<file path="src/rtl/boot_axi_loader_pkg.sv">
`default_nettype none
// ============================================================================
// Module      : boot_axi_loader_pkg
// Description : Shared AXI encodings and FSM state encoding for the boot
//               image loader.
// Revision    : 1.0  initial release
// ============================================================================
package boot_axi_loader_pkg;

    localparam logic [1:0] AXI_BURST_INCR = 2'b01;
    localparam logic [1:0] AXI_RESP_OKAY  = 2'b00;
    localparam logic [3:0] AXI_CACHE_DEF  = 4'b0011;  // bufferable + modifiable

    // Image bursts (AW/W/B), then the single-beat control write (CAW/CW/CB).
    typedef enum logic [3:0] {
        ST_IDLE = 4'd0,
        ST_AW   = 4'd1,
        ST_W    = 4'd2,
        ST_B    = 4'd3,
        ST_CAW  = 4'd4,
        ST_CW   = 4'd5,
        ST_CB   = 4'd6,
        ST_DONE = 4'd7
    } state_t;

endpackage
`default_nettype wire

</file>
<file path="src/rtl/boot_axi_loader_reg_re.sv">
`default_nettype none
// ============================================================================
// Module      : boot_axi_loader_reg_re
// Description : Register with synchronous active-high reset (to zero) and
//               load enable.
// Ports       : clk, rst      clock / synchronous reset
//               i_en          load enable
//               i_data        next value
//               o_data        registered value
// Revision    : 1.0  initial release
// ============================================================================
module boot_axi_loader_reg_re #(
    parameter int DATA_W = 1
) (
    input  logic              clk,
    input  logic              rst,
    input  logic              i_en,
    input  logic [DATA_W-1:0] i_data,
    output logic [DATA_W-1:0] o_data
);

    always_ff @(posedge clk) begin
        if (rst) begin
            o_data <= '0;
        end else if (i_en) begin
            o_data <= i_data;
        end
    end

endmodule
`default_nettype wire

</file>
<file path="src/rtl/boot_axi_loader.sv">
`default_nettype none
// ============================================================================
// Module      : boot_axi_loader
// Description : AXI4 write initiator that copies a boot image from a
//               valid/ready word stream into memory as INCR bursts, then
//               writes the boot control register to clear boot and request a
//               CPU reset.
// Ports       : clk_i, rst_i            clock / synchronous reset
//               start_i, base_addr_i,
//               nwords_i                job request (sampled when idle)
//               data_i, valid_i, ready_o image word stream
//               busy_o, done_o, error_o  job status
//               axi_aw*/axi_w*/axi_b*    AXI4 write channels (master side)
// Revision    : 1.0  initial release
// ============================================================================
module boot_axi_loader
    import boot_axi_loader_pkg::*;
#(
    parameter int ADDR_W     = 32,
    parameter int DATA_W     = 32,
    parameter int AXI_ID_W   = 1,
    parameter int AXI_ID     = 0,
    parameter int BURST_LEN  = 16,
    parameter int CNT_W      = 16,
    parameter int B_BIT      = 15,
    parameter int CTRL_WDATA = 2
) (
    input  logic                  clk_i,
    input  logic                  rst_i,
    input  logic                  start_i,
    input  logic [ADDR_W-1:0]     base_addr_i,
    input  logic [CNT_W-1:0]      nwords_i,
    input  logic [DATA_W-1:0]     data_i,
    input  logic                  valid_i,
    output logic                  ready_o,
    output logic                  busy_o,
    output logic                  done_o,
    output logic                  error_o,
    output logic [AXI_ID_W-1:0]   axi_awid_o,
    output logic [ADDR_W-1:0]     axi_awaddr_o,
    output logic [7:0]            axi_awlen_o,
    output logic [2:0]            axi_awsize_o,
    output logic [1:0]            axi_awburst_o,
    output logic                  axi_awlock_o,
    output logic [3:0]            axi_awcache_o,
    output logic [2:0]            axi_awprot_o,
    output logic [3:0]            axi_awqos_o,
    output logic                  axi_awvalid_o,
    input  logic                  axi_awready_i,
    output logic [DATA_W-1:0]     axi_wdata_o,
    output logic [DATA_W/8-1:0]   axi_wstrb_o,
    output logic                  axi_wlast_o,
    output logic                  axi_wvalid_o,
    input  logic                  axi_wready_i,
    input  logic [AXI_ID_W-1:0]   axi_bid_i,
    input  logic [1:0]            axi_bresp_i,
    input  logic                  axi_bvalid_i,
    output logic                  axi_bready_o
);

    localparam int                c_BEAT_BYTES  = DATA_W / 8;
    localparam int                c_SIZE        = $clog2(c_BEAT_BYTES);
    localparam int                c_BURST_BYTES = BURST_LEN * c_BEAT_BYTES;
    localparam logic [CNT_W-1:0]  c_BURST_LEN   = CNT_W'(BURST_LEN);
    localparam logic [ADDR_W-1:0] c_ALIGN_MASK  = ADDR_W'(c_BURST_BYTES - 1);
    localparam logic [ADDR_W-1:0] c_CTRL_BIT    = ADDR_W'(1) << B_BIT;

    state_t              r_state;
    state_t              w_state_nxt;
    logic [ADDR_W-1:0]   r_base;
    logic [ADDR_W-1:0]   r_cur_addr;
    logic [ADDR_W-1:0]   w_cur_addr_d;
    logic [CNT_W-1:0]    r_remaining;
    logic [CNT_W-1:0]    w_remaining_d;
    logic [7:0]          r_beat;
    logic [7:0]          w_beat_d;
    logic                r_error;
    logic                w_error_d;
    logic                w_error_en;
    logic                w_start_acc;
    logic                w_burst_done;
    logic                w_beat_hs;
    logic                w_resp_hs;
    logic [CNT_W-1:0]    w_burst_len;
    logic [7:0]          w_burst_awlen;
    logic [ADDR_W-1:0]   w_burst_bytes;
    logic                w_last_beat;
    logic                w_misaligned;
    logic                w_bad_resp;
    logic                w_unused;

    // Burst length follows the remaining count; it only changes in B, so it
    // stays stable across the AW and W phases of the burst it describes.
    assign w_burst_len   = (r_remaining > c_BURST_LEN) ? c_BURST_LEN : r_remaining;
    assign w_burst_awlen = 8'(w_burst_len - CNT_W'(1));
    assign w_burst_bytes = ADDR_W'(w_burst_len) << c_SIZE;
    assign w_last_beat   = (r_beat == w_burst_awlen);
    assign w_misaligned  = |(base_addr_i & c_ALIGN_MASK);
    assign w_bad_resp    = (axi_bresp_i != AXI_RESP_OKAY);
    assign w_unused      = ^axi_bid_i;

    assign axi_awid_o    = AXI_ID_W'(AXI_ID);
    assign axi_awsize_o  = 3'(c_SIZE);
    assign axi_awburst_o = AXI_BURST_INCR;
    assign axi_awlock_o  = 1'b0;
    assign axi_awcache_o = AXI_CACHE_DEF;
    assign axi_awprot_o  = 3'b000;
    assign axi_awqos_o   = 4'b0000;
    assign axi_wstrb_o   = '1;

    assign busy_o  = (r_state != ST_IDLE) && (r_state != ST_DONE);
    assign error_o = r_error;

    // Register next values
    assign w_cur_addr_d  = w_start_acc ? base_addr_i : (r_cur_addr + w_burst_bytes);
    assign w_remaining_d = w_start_acc ? nwords_i : (r_remaining - w_burst_len);
    assign w_beat_d      = w_last_beat ? 8'd0 : (r_beat + 8'd1);
    assign w_error_en    = w_start_acc | (w_resp_hs & w_bad_resp);
    assign w_error_d     = w_start_acc ? w_misaligned : 1'b1;

    boot_axi_loader_reg_re #(.DATA_W(ADDR_W)) u_base_reg (
        .clk(clk_i), .rst(rst_i), .i_en(w_start_acc),
        .i_data(base_addr_i), .o_data(r_base)
    );

    boot_axi_loader_reg_re #(.DATA_W(ADDR_W)) u_addr_reg (
        .clk(clk_i), .rst(rst_i), .i_en(w_start_acc | w_burst_done),
        .i_data(w_cur_addr_d), .o_data(r_cur_addr)
    );

    boot_axi_loader_reg_re #(.DATA_W(CNT_W)) u_remaining_reg (
        .clk(clk_i), .rst(rst_i), .i_en(w_start_acc | w_burst_done),
        .i_data(w_remaining_d), .o_data(r_remaining)
    );

    boot_axi_loader_reg_re #(.DATA_W(8)) u_beat_reg (
        .clk(clk_i), .rst(rst_i), .i_en(w_beat_hs),
        .i_data(w_beat_d), .o_data(r_beat)
    );

    boot_axi_loader_reg_re #(.DATA_W(1)) u_error_reg (
        .clk(clk_i), .rst(rst_i), .i_en(w_error_en),
        .i_data(w_error_d), .o_data(r_error)
    );

    always_ff @(posedge clk_i) begin
        if (rst_i) begin
            r_state <= ST_IDLE;
        end else begin
            r_state <= w_state_nxt;
        end
    end

    always_comb begin
        w_state_nxt   = r_state;
        w_start_acc   = 1'b0;
        w_burst_done  = 1'b0;
        w_beat_hs     = 1'b0;
        w_resp_hs     = 1'b0;
        axi_awvalid_o = 1'b0;
        axi_awaddr_o  = r_cur_addr;
        axi_awlen_o   = 8'd0;
        axi_wvalid_o  = 1'b0;
        axi_wdata_o   = '0;
        axi_wlast_o   = 1'b0;
        axi_bready_o  = 1'b0;
        ready_o       = 1'b0;
        done_o        = 1'b0;
        case (r_state)
            ST_IDLE: begin
                if (start_i) begin
                    w_start_acc = 1'b1;
                    if (w_misaligned) begin
                        w_state_nxt = ST_DONE;
                    end else if (nwords_i == '0) begin
                        w_state_nxt = ST_CAW;
                    end else begin
                        w_state_nxt = ST_AW;
                    end
                end
            end
            ST_AW: begin
                axi_awvalid_o = 1'b1;
                axi_awlen_o   = w_burst_awlen;
                if (axi_awready_i) begin
                    w_state_nxt = ST_W;
                end
            end
            ST_W: begin
                // Stream is passed straight through to the W channel.
                axi_wvalid_o = valid_i;
                axi_wdata_o  = data_i;
                axi_wlast_o  = w_last_beat;
                ready_o      = axi_wready_i;
                w_beat_hs    = valid_i & axi_wready_i;
                if (w_beat_hs && w_last_beat) begin
                    w_state_nxt = ST_B;
                end
            end
            ST_B: begin
                axi_bready_o = 1'b1;
                if (axi_bvalid_i) begin
                    w_resp_hs    = 1'b1;
                    w_burst_done = 1'b1;
                    if (r_remaining > w_burst_len) begin
                        w_state_nxt = ST_AW;
                    end else if (r_error || w_bad_resp) begin
                        // A failed image is never handed to the CPU.
                        w_state_nxt = ST_DONE;
                    end else begin
                        w_state_nxt = ST_CAW;
                    end
                end
            end
            ST_CAW: begin
                axi_awvalid_o = 1'b1;
                axi_awaddr_o  = r_base | c_CTRL_BIT;
                if (axi_awready_i) begin
                    w_state_nxt = ST_CW;
                end
            end
            ST_CW: begin
                axi_wvalid_o = 1'b1;
                axi_wdata_o  = DATA_W'(CTRL_WDATA);
                axi_wlast_o  = 1'b1;
                if (axi_wready_i) begin
                    w_state_nxt = ST_CB;
                end
            end
            ST_CB: begin
                axi_bready_o = 1'b1;
                if (axi_bvalid_i) begin
                    w_resp_hs   = 1'b1;
                    w_state_nxt = ST_DONE;
                end
            end
            ST_DONE: begin
                done_o      = 1'b1;
                w_state_nxt = ST_IDLE;
            end
            default: begin
                w_state_nxt = ST_IDLE;
            end
        endcase
    end

endmodule
`default_nettype wire
</file>
<file path="config.mk">
export PLATFORM = sky130hd
export DESIGN_NAME = boot_axi_loader
export DESIGN_NICKNAME = d
export VERILOG_FILES = /design/src/rtl/boot_axi_loader_pkg.sv /design/src/rtl/boot_axi_loader_reg_re.sv /design/src/rtl/boot_axi_loader.sv
export SDC_FILE = /design/constraint.sdc
export NUM_CORES = 1
export LEC_CHECK = 0
export BUFFER_PORTS_ARGS = -buffer_cell sky130_fd_sc_hd__buf_2
export CORE_AREA = 10 10 130 132
export DETAILED_ROUTE_END_ITERATION = 8
export DIE_AREA = 0 0 140 142
export PLACE_DENSITY = 0.7
export SYNTH_ARGS = -nofsm -noshare
export SYNTH_HDL_FRONTEND = slang
export SYNTH_SLANG_ARGS = --single-unit
</file>
<file path="constraint.sdc">
create_clock -name clk_i -period 4.35 [get_ports clk_i]
set_clock_uncertainty 0.15 [all_clocks]
set_input_delay 1.305 -clock clk_i [delete_from_list [all_inputs] [get_ports clk_i]]
set_output_delay 1.305 -clock clk_i [all_outputs]
set_load 0.05 [all_outputs]
</file>
==> results.yml, run 1 <==
synth:
  synth_warnings: 0
  synthArstFlopShare: 0
  synth_flop_cell: "dfxtp_1"
  seq_area_frac_synth: 0.287
  ys_ff_latch: 91
  synth_area_um2: 6350
  avgSynthCellArea_um2: 7.47
  synth.distinct_cells: 70
  synth_edf_count: 0
  netlist_instances: 851
global_routing:
  grt_use_met2: 0.307
  busiest_layer: "met2"
  antenna_found_initial: 0
  overflow: 0
  met3_usage: 0.0631
  grt_pass1_wl_um: 32900
  grt_use_total: 0.194
  grt_max_degree: 83
  grt_use_met1: 0.249
  grt_pass1_vias: 6588
detailed_routing:
  firstDrtPassIters: 5
  wl_um: 20100
  ant_nets: 0
  drcViolationCount: 0
  drt_iter0_drc: 593
  wire_per_inst_um: 16.5
  vias: 6856
  via_per_inst: 5.63
setup_path:
  end_kind: "output port"
  cp_max_fo: 5
  arrival_ps: 2890
  r2r_setup_slack_ps: 60
  cp-start-kind: "flop"
  r2r-start: "u_remaining_reg.o_data[13]"
  worst_r2r_endpoint: "u_addr_reg.o_data[24]"
  worst_r2r_path_depth: 19
  path_cells: "or4_4, nor4_4, nand2_2, ha_4, o221a_2, o32ai_4, nor2_2, a22o_4, buf_8"
  slowest_stage: "or4_4"
  worstPathRequired_ps: 2890
  crit_type: "reg2out"
  cp_slowest_stage_delay_ps: 570
pwr:
  p_total_mw: 5.39
  power.density_nw_per_um2: 682
  cellLeakagePower_nw: 3.49
  peakVddDrop_uv: 442
floorplan:
  rows: 44
  io-pin-count: 192
  die_h_um: 142
  die_x_um: 140
  start_util: 0.444
  fp.dieArea_um2: 19900
  core_um2: 14300
hold_path:
  min_from: "u_base_reg.o_data[18]"
  whs_endpoint: "u_base_reg.o_data[18]"
  hold_depth: 2
  hold_class: "reg2reg"
clock_tree:
  clkLatencyLatePin_ps: 350
  cts.path.max_buffers: 2
  cts_made_buffers: 9
  hold_buffers: 0
  clkTransAtPathRegs_ps: 60
  cts_tree: "built"
  clock_sinks: 91
  htreeDepth: 3
  root_buffer: "clkbuf_16"
sta:
  worst_slew_pin_slew_ps: 885
  finalSetupTns_ps: 0
  clock.fmax_ghz: 0.230
  fin_crit_sh: 0.999
  slew-limit-headroom: 0.410
  finalHoldViolCount: 0
  setup_slack_ps: 6.38
  final_max_slew_viol_count: 0
  rsz0062_at_grt: "yes"
  fin_crit_ps: 4340
  setup_viol: 0
place:
  placed_area_um2: 7480
  gp_congestion: 0.970
  hpwl_um: 15000
  io_buffers: 168
  preCtsSetupSlack_ps: 111
layout:
  fin_nets: 1139
  antennaDiodeCount: 0
  area_delta_synth_final_pct: 24.4
  final_cell_area_um2: 7910
  drive_above_1_share: 0.277
  utilization: 0.552
run:
  drv_cap: 0
outcome:
  status: "finished, final reports clean"
worst max-delay path: cells and delay by family, from the launching register on:
family	cells	cell delay (ps)
buf+inv	1	150
compound gates	3	770
simple gates	4	1110
fa+ha+maj	1	200
flops	1	310
report_power, final:
part | total, mW | internal [mW] | switching [mW] | leakage (nW)
Sequential | 1.24 | 1.04 | 0.206 | 0.745
Combinational | 3.38 | 1.12 | 2.26 | 2.62
Clock | 0.765 | 0.443 | 0.322 | 0.130
cells in the mapped netlist (13+ instances only):
cell        n  area (µm²)
a211oi_1   13        97.6
a21oi_1    82         410
and2_1     41         257
and3_1     23         144
buf_4      22         165
clkbuf_1   50         188
dfxtp_1    91        1820
ha_1       19         238
inv_1      14        52.6
mux2_2     31         349
nand2_1   120         450
nand3_1    23         115
nor2_1     59         221
nor3_1     23         115
nor4_1     15        93.8
o21ai_0    42         210
xor2_1     13         114
state kept, by name (all words and copies together) (netlist names):
signal                  cells
r_state                     3
u_addr_reg.o_data          32
u_base_reg.o_data          31
u_beat_reg.o_data           8
u_error_reg.o_data          1
u_remaining_reg.o_data     16
cells by family after synthesis:
kind of cell    Yosys count  share of synthesized area
xor+xnor                 17                     0.0234
other cells               2                    0.00118
buf+inv                  96                     0.0701
compound gates          226                      0.227
mux                      34                     0.0597
fa+ha+maj                20                     0.0406
simple gates            365                      0.292
flops                    91                      0.287
final cells by class:
class                   count  area (µm²)
well taps                 184         230
clock inverters             2        37.5
inverters                  16        62.6
multi-input cells         696        4310
fillers                  1373        6410
repair buffers            215        1200
flip-flops and latches     91        1820
clock buffers              13         240
how the worst max path moves through the flow:
stage | startpoint | end | slack, ps | cells after the start
global route | u_remaining_reg.o_data[13] | axi_wlast_o | -120 | 11
floorplan | u_remaining_reg.o_data[5] | axi_wlast_o | 50 | 11
detailed placement | u_remaining_reg.o_data[15] | axi_wlast_o | 110 | 11
finish | u_remaining_reg.o_data[13] | axi_wlast_o | 6 | 9
global placement | u_remaining_reg.o_data[15] | axi_wlast_o | 120 | 11
CTS | u_remaining_reg.o_data[9] | axi_wlast_o | 10 | 12
metal layers:
layer,part of all wire,wire (µm)
met5,0,0
met4,0.013,258
met3,0.090,1810
met2,0.46,9180
met1,0.44,8820
layout by cell type, fill, tap and decap left out, types with 31 or more instances in the layout:
cell / count
buf_2: 167
mux2_2: 31
and2_1: 41
nand2_1: 119
buf_4: 47
a21oi_1: 81
nor2_1: 59
dfxtp_1: 90
conb_1: 34
o21ai_0: 42
per-stage QoR:
| step | cells | hold WS, ps |
|---|---|---|
| finish | 1217 | 302 |
| global route | 1217 | 316 |
| CTS | 1214 | 302 |
| detailed placement | 1193 | 293 |
| global placement | 1193 | 288 |
| floorplan | 883 | 283 |
timing repair:
action | in CTS | in global routing
pin swaps | 5 | 8
setup buffers | 6 | 3
setup endpoints to repair | 1 | 9
resized for setup | 14 | 7
Note: power is estimated with default switching activity, not from simulation.
==> run 2, diff against run 1 <==
--- a/config.mk
+++ b/config.mk
@@ -9,7 +9,7 @@
 export CORE_AREA = 10 10 130 132
 export DETAILED_ROUTE_END_ITERATION = 8
 export DIE_AREA = 0 0 140 142
-export PLACE_DENSITY = 0.7
+export PLACE_DENSITY = 0.68
 export SYNTH_ARGS = -nofsm -noshare
 export SYNTH_HDL_FRONTEND = slang
 export SYNTH_SLANG_ARGS = --single-unit
==> constraint.sdc (replaced) <==
create_clock -name clk_i -period 4.2 [get_ports clk_i]
set_clock_uncertainty 0.15 [all_clocks]
set_input_delay 1.26 -clock clk_i [delete_from_list [all_inputs] [get_ports clk_i]]
set_output_delay 1.26 -clock clk_i [all_outputs]
set_load 0.05 [all_outputs]
==> results.yml, run 2 (synthesis gave the netlist of run 1 again) <==
floorplan:
  start_util: 0.444
  die_h_um: 142
  fp.dieArea_um2: 19900
  die_x_um: 140
  core_um2: 14300
  rows: 44
  io-pin-count: 192
clock_tree:
  clock_sinks: 91
  root_buffer: "clkbuf_16"
  clkLatencyLatePin_ps: 350
  hold_buffers: 0
  clkTransAtPathRegs_ps: 60
  cts_tree: "built"
  htreeDepth: 3
  cts.path.max_buffers: 2
  cts_made_buffers: 9
pwr:
  power.density_nw_per_um2: 709
  cellLeakagePower_nw: 3.52
  peakVddDrop_uv: 455
  p_total_mw: 5.61
layout:
  regMostFlops: "u_addr_reg.o_data"
  stdcell_count: 1218
  drive_above_1_share: 0.274
  reg_top3: "u_addr_reg.o_data: 32 flops, u_base_reg.o_data: 31 flops, u_remaining_reg.o_data: 16 flops"
  fillers: 1397
  mostFrequentLayoutCell: "buf_2"
  final_cell_area_um2: 7910
  mostFrequentLayoutCells: "buf_2, nand2_1, dfxtp_1"
  fin_nets: 1139
  area_delta_synth_final_pct: 24.6
  largest_register_ffs: 32
sta:
  setup_viol: 1
  finalHoldViolCount: 0
  rsz0062_at_grt: "yes"
  slew-limit-headroom: 0.514
  final_max_slew_viol_count: 0
  setup_slack_ps: -116
  finalSetupTns_ps: -116
  fin_crit_ps: 4320
  worst_slew_pin_slew_ps: 728
  fin_crit_sh: 1.03
  clock.fmax_ghz: 0.232
global_routing:
  grt_use_met1: 0.236
  antenna_found_initial: 2
  grt_use_total: 0.198
  overflow: 0
  grt_use_met2: 0.329
  grt_pass1_wl_um: 33300
  grt_pass1_vias: 6835
  met3_usage: 0.0684
  busiest_layer: "met2"
  grt_max_degree: 55
outcome:
  violations: "setup timing"
  status: "complete, but fails checks"
run:
  drv_cap: 0
setup_path:
  end_kind: "output port"
  cp-start-kind: "flop"
  setup.worst_path.start: "u_remaining_reg.o_data[8]"
  crit_type: "reg2out"
  arrival_ps: 2910
  worstPathRequired_ps: 2790
  r2r-start: "u_remaining_reg.o_data[8]"
  cp_max_fo: 2
detailed_routing:
  ant_nets: 0
  wl_um: 20100
  drt_iter0_drc: 599
  vias: 6794
  drcViolationCount: 0
  via_per_inst: 5.58
  firstDrtPassIters: 6
  wire_per_inst_um: 16.5
place:
  place_inst: 1196
  hpwl_um: 15300
  placed_area_um2: 7520
  gp_congestion: 0.902
  io_buffers: 168
  preCtsSetupSlack_ps: 21.1
hold_path:
  hold_class: "reg2reg"
  min_from: "u_base_reg.o_data[29]"
-- run 2: path summary, 6_finish.rpt --
path / end / cells past startpoint / slack (ps)
worst max register to register: u_addr_reg.o_data[20] / 14 / 280
worst max-delay path: axi_wlast_o / 11 / -120
worst min-delay path: u_base_reg.o_data[29] / 2 / 300
worst min register to register: u_base_reg.o_data[29] / 2 / 300
-- run 2: per-layer routing --
layer / up-vias / share of wire
met5: - / 0.00090
met4: 2 / 0.017
met3: 32 / 0.088
met2: 258 / 0.46
met1: 3101 / 0.43
li1: 3401 / -
-- run 2: final cells by class --
class	count	area [µm²]	share of cell area
tap	184	230	0.0291
antenna	1	2.50	0.000316
timing repair buffer	215	1220	0.154
multi-input combinational	696	4300	0.544
inverter	16	60.1	0.00759
sequential	91	1820	0.230
clock buffer	13	270	0.0342
clock inverter	2	10.0	0.00126
-- run 2: through the flow --
stage               hold slack, ps  utilization
floorplan                      283            -
finish                         302        0.553
global route                   321        0.553
global placement               289        0.525
CTS                            305        0.552
detailed placement             296        0.525
-- run 2: where the power goes --
part / internal, mW / leakage, nW / switching, mW / total [mW]
clock: 0.445 / 0.141 / 0.336 / 0.781
combinational: 1.19 / 2.63 / 2.39 / 3.58
sequential: 1.07 / 0.745 / 0.183 / 1.26
-- run 2: repair_timing --
item | 4_1_cts | 5_1_grt
pin swaps | 7 | 0
endpoints found under the setup margin | 1 | 4
gates resized for setup | 13 | 1
setup buffers | 6 | 0
cloned | 0 | 0
hold endpoints to repair | 0 | 0
-- run 2: critical path, stage by stage (launching register included) --
cell	delay [ps]
dfxtp_2	320
or4_4	550
nor4_4	330
nand2_2	120
ha_4	300
xor2_2	150
nand2b_1	70
mux2i_1	170
o211ai_2	160
nor2_4	130
a22o_4	120
buf_8	140
==> run 3, diff against run 2 <==
--- a/config.mk
+++ b/config.mk
@@ -5,11 +5,13 @@
 export SDC_FILE = /design/constraint.sdc
 export NUM_CORES = 1
 export LEC_CHECK = 0
+export ABC_AREA = 1
 export BUFFER_PORTS_ARGS = -buffer_cell sky130_fd_sc_hd__buf_2
-export CORE_AREA = 10 10 130 132
+export CORE_AREA = 10 10 140 142
 export DETAILED_ROUTE_END_ITERATION = 8
-export DIE_AREA = 0 0 140 142
-export PLACE_DENSITY = 0.68
+export DIE_AREA = 0 0 150 152
+export PLACE_DENSITY = 0.66
 export SYNTH_ARGS = -nofsm -noshare
 export SYNTH_HDL_FRONTEND = slang
+export SYNTH_HIERARCHICAL = 1
 export SYNTH_SLANG_ARGS = --single-unit
==> results.yml, run 3 <==
place:
  placed_area_um2: 8290
  hpwl_um: 15500
  io_buffers: 168
  gp_congestion: 0.847
sta:
  finalHoldViolCount: 0
  worst_slew_pin_slew_ps: 1010
  setup_viol: 0
  fin_crit_ps: 4010
  final_max_slew_viol_count: 0
  fin_crit_sh: 0.954
  slew-limit-headroom: 0.327
  clock.fmax_ghz: 0.250
layout:
  seqCellArea_um2: 1820
  multi_input_area_um2: 4520
  area_delta_synth_final_pct: 15.6
  reg_top3: "u_addr_reg/o_data: 32 flops, u_base_reg/o_data: 31 flops, u_remaining_reg/o_data: 16 flops"
  fin_nets: 1554
  mostFrequentLayoutCells: "nand2_1, nor2_1, inv_1"
  largest_register_ffs: 32
  fillers: 1868
  regMostFlops: "u_addr_reg/o_data"
  final_cell_area_um2: 8600
  drive_above_1_share: 0.182
  mostFrequentLayoutCell: "nand2_1"
  antennaDiodeCount: 0
global_routing:
  grt_use_met2: 0.301
  grt_use_met1: 0.226
  grt_use_total: 0.177
  met3_usage: 0.0353
  grt_pass1_vias: 6927
  antenna_found_initial: 0
  busiest_layer: "met2"
  overflow: 0
  grt_pass1_wl_um: 34000
  grt_max_degree: 70
synth:
  avgSynthCellArea_um2: 5.76
  synth_warnings: 6
  synth_area_um2: 7430
  netlist_instances: 1290
clock_tree:
  cts_made_buffers: 9
  cts_tree: "built"
  cts.path.max_buffers: 2
  hold_buffers: 0
  htreeDepth: 3
  root_buffer: "clkbuf_16"
  clock_sinks: 91
  clkLatencyLatePin_ps: 360
  clkTransAtPathRegs_ps: 70
floorplan:
  start_util: 0.439
  fp.dieArea_um2: 22800
  rows: 48
  core_um2: 16900
  die_x_um: 150
  io-pin-count: 192
  die_h_um: 152
detailed_routing:
  wire_per_inst_um: 12.4
  vias: 7597
  drt_iter0_drc: 408
  wl_um: 20700
  drcViolationCount: 0
  ant_nets: 0
  via_per_inst: 4.54
  firstDrtPassIters: 5
run:
  drv_cap: 0
setup_path:
  cp_slowest_stage_delay_ps: 350
  path_cells: "nor2_4, nand2_4, nor2_8, nand2_4, inv_2, nand3_2, ha_2, nand2_2, nand2_1, nand3_2, nand3_1, nor2_2, nand2_2, o21ai_2, buf_6"
  arrival_ps: 2600
  slowest_stage: "dfxtp_1"
  worstPathRequired_ps: 2790
  end_kind: "output port"
  crit_type: "reg2out"
  cp-start-kind: "flop"
  cp_max_fo: 5
pwr:
  p_total_mw: 6.91
  cellLeakagePower_nw: 4.71
  power.density_nw_per_um2: 804
  peakVddDrop_uv: 442
hold_path:
  hold_class: "reg2reg"
outcome:
  status: "finished, final reports clean"
run 3: final cells by class:
cell class                      count  area share
Multi-Input combinational cell    964       0.526
Tap cell                          225      0.0327
Inverter                          199      0.0873
Timing Repair Buffer              179       0.111
Clock buffer                       11      0.0271
Clock inverter                      5     0.00349
Sequential cell                    91       0.212
run 3: critical path: cells and delay by family, from the launching register on:
family / cells / cell delay (ps)
fa+ha+maj: 1 / 240
compound gates: 1 / 160
buf+inv: 2 / 270
simple gates: 11 / 1240
flops: 1 / 350
run 3: worst paths after layout:
kind | startpoint | to | slack (ps) | cells after the start
hold / removal | u_base_reg/o_data[13] | u_base_reg/o_data[13] | 320 | 2
setup reg to reg | u_remaining_reg/o_data[6] | u_addr_reg/o_data[26] | 510 | 26
setup / recovery | u_remaining_reg/o_data[6] | axi_wlast_o | 190 | 15
hold reg to reg | u_base_reg/o_data[13] | u_base_reg/o_data[13] | 320 | 2
run 3: power breakdown:
part / internal, mW / switching (mW) / total, mW
combinational: 1.43 / 3.28 / 4.71
sequential: 1.17 / 0.274 / 1.44
clock: 0.399 / 0.360 / 0.760
total: 3.00 / 3.91 / 6.91
run 3: through the flow:
step	hold slack [ps]	setup slack (ps)	utilization	setup TNS (ps)	cells
after detailed placement	312	260	0.489	0	1655
final	318	193	0.508	0	1674
after CTS	321	4.59	0.507	0	1673
after floorplan	299	201	-	0	1322
after global placement	306	333	0.489	0	1655
after global routing	334	-14.7	0.508	-14.7	1674
run 3: repair_timing:
item,4_1_cts,5_1_grt
resized for setup,4,5
buffers inserted,2,1
endpoints found under the setup margin,1,1
pin swaps,2,2
run 3: per-layer routing:
metal | vias up | share of wire
met5 | - | 0
met4 | 0 | 0.010
met3 | 14 | 0.050
met2 | 154 | 0.48
met1 | 3316 | 0.46
li1 | 4113 | -
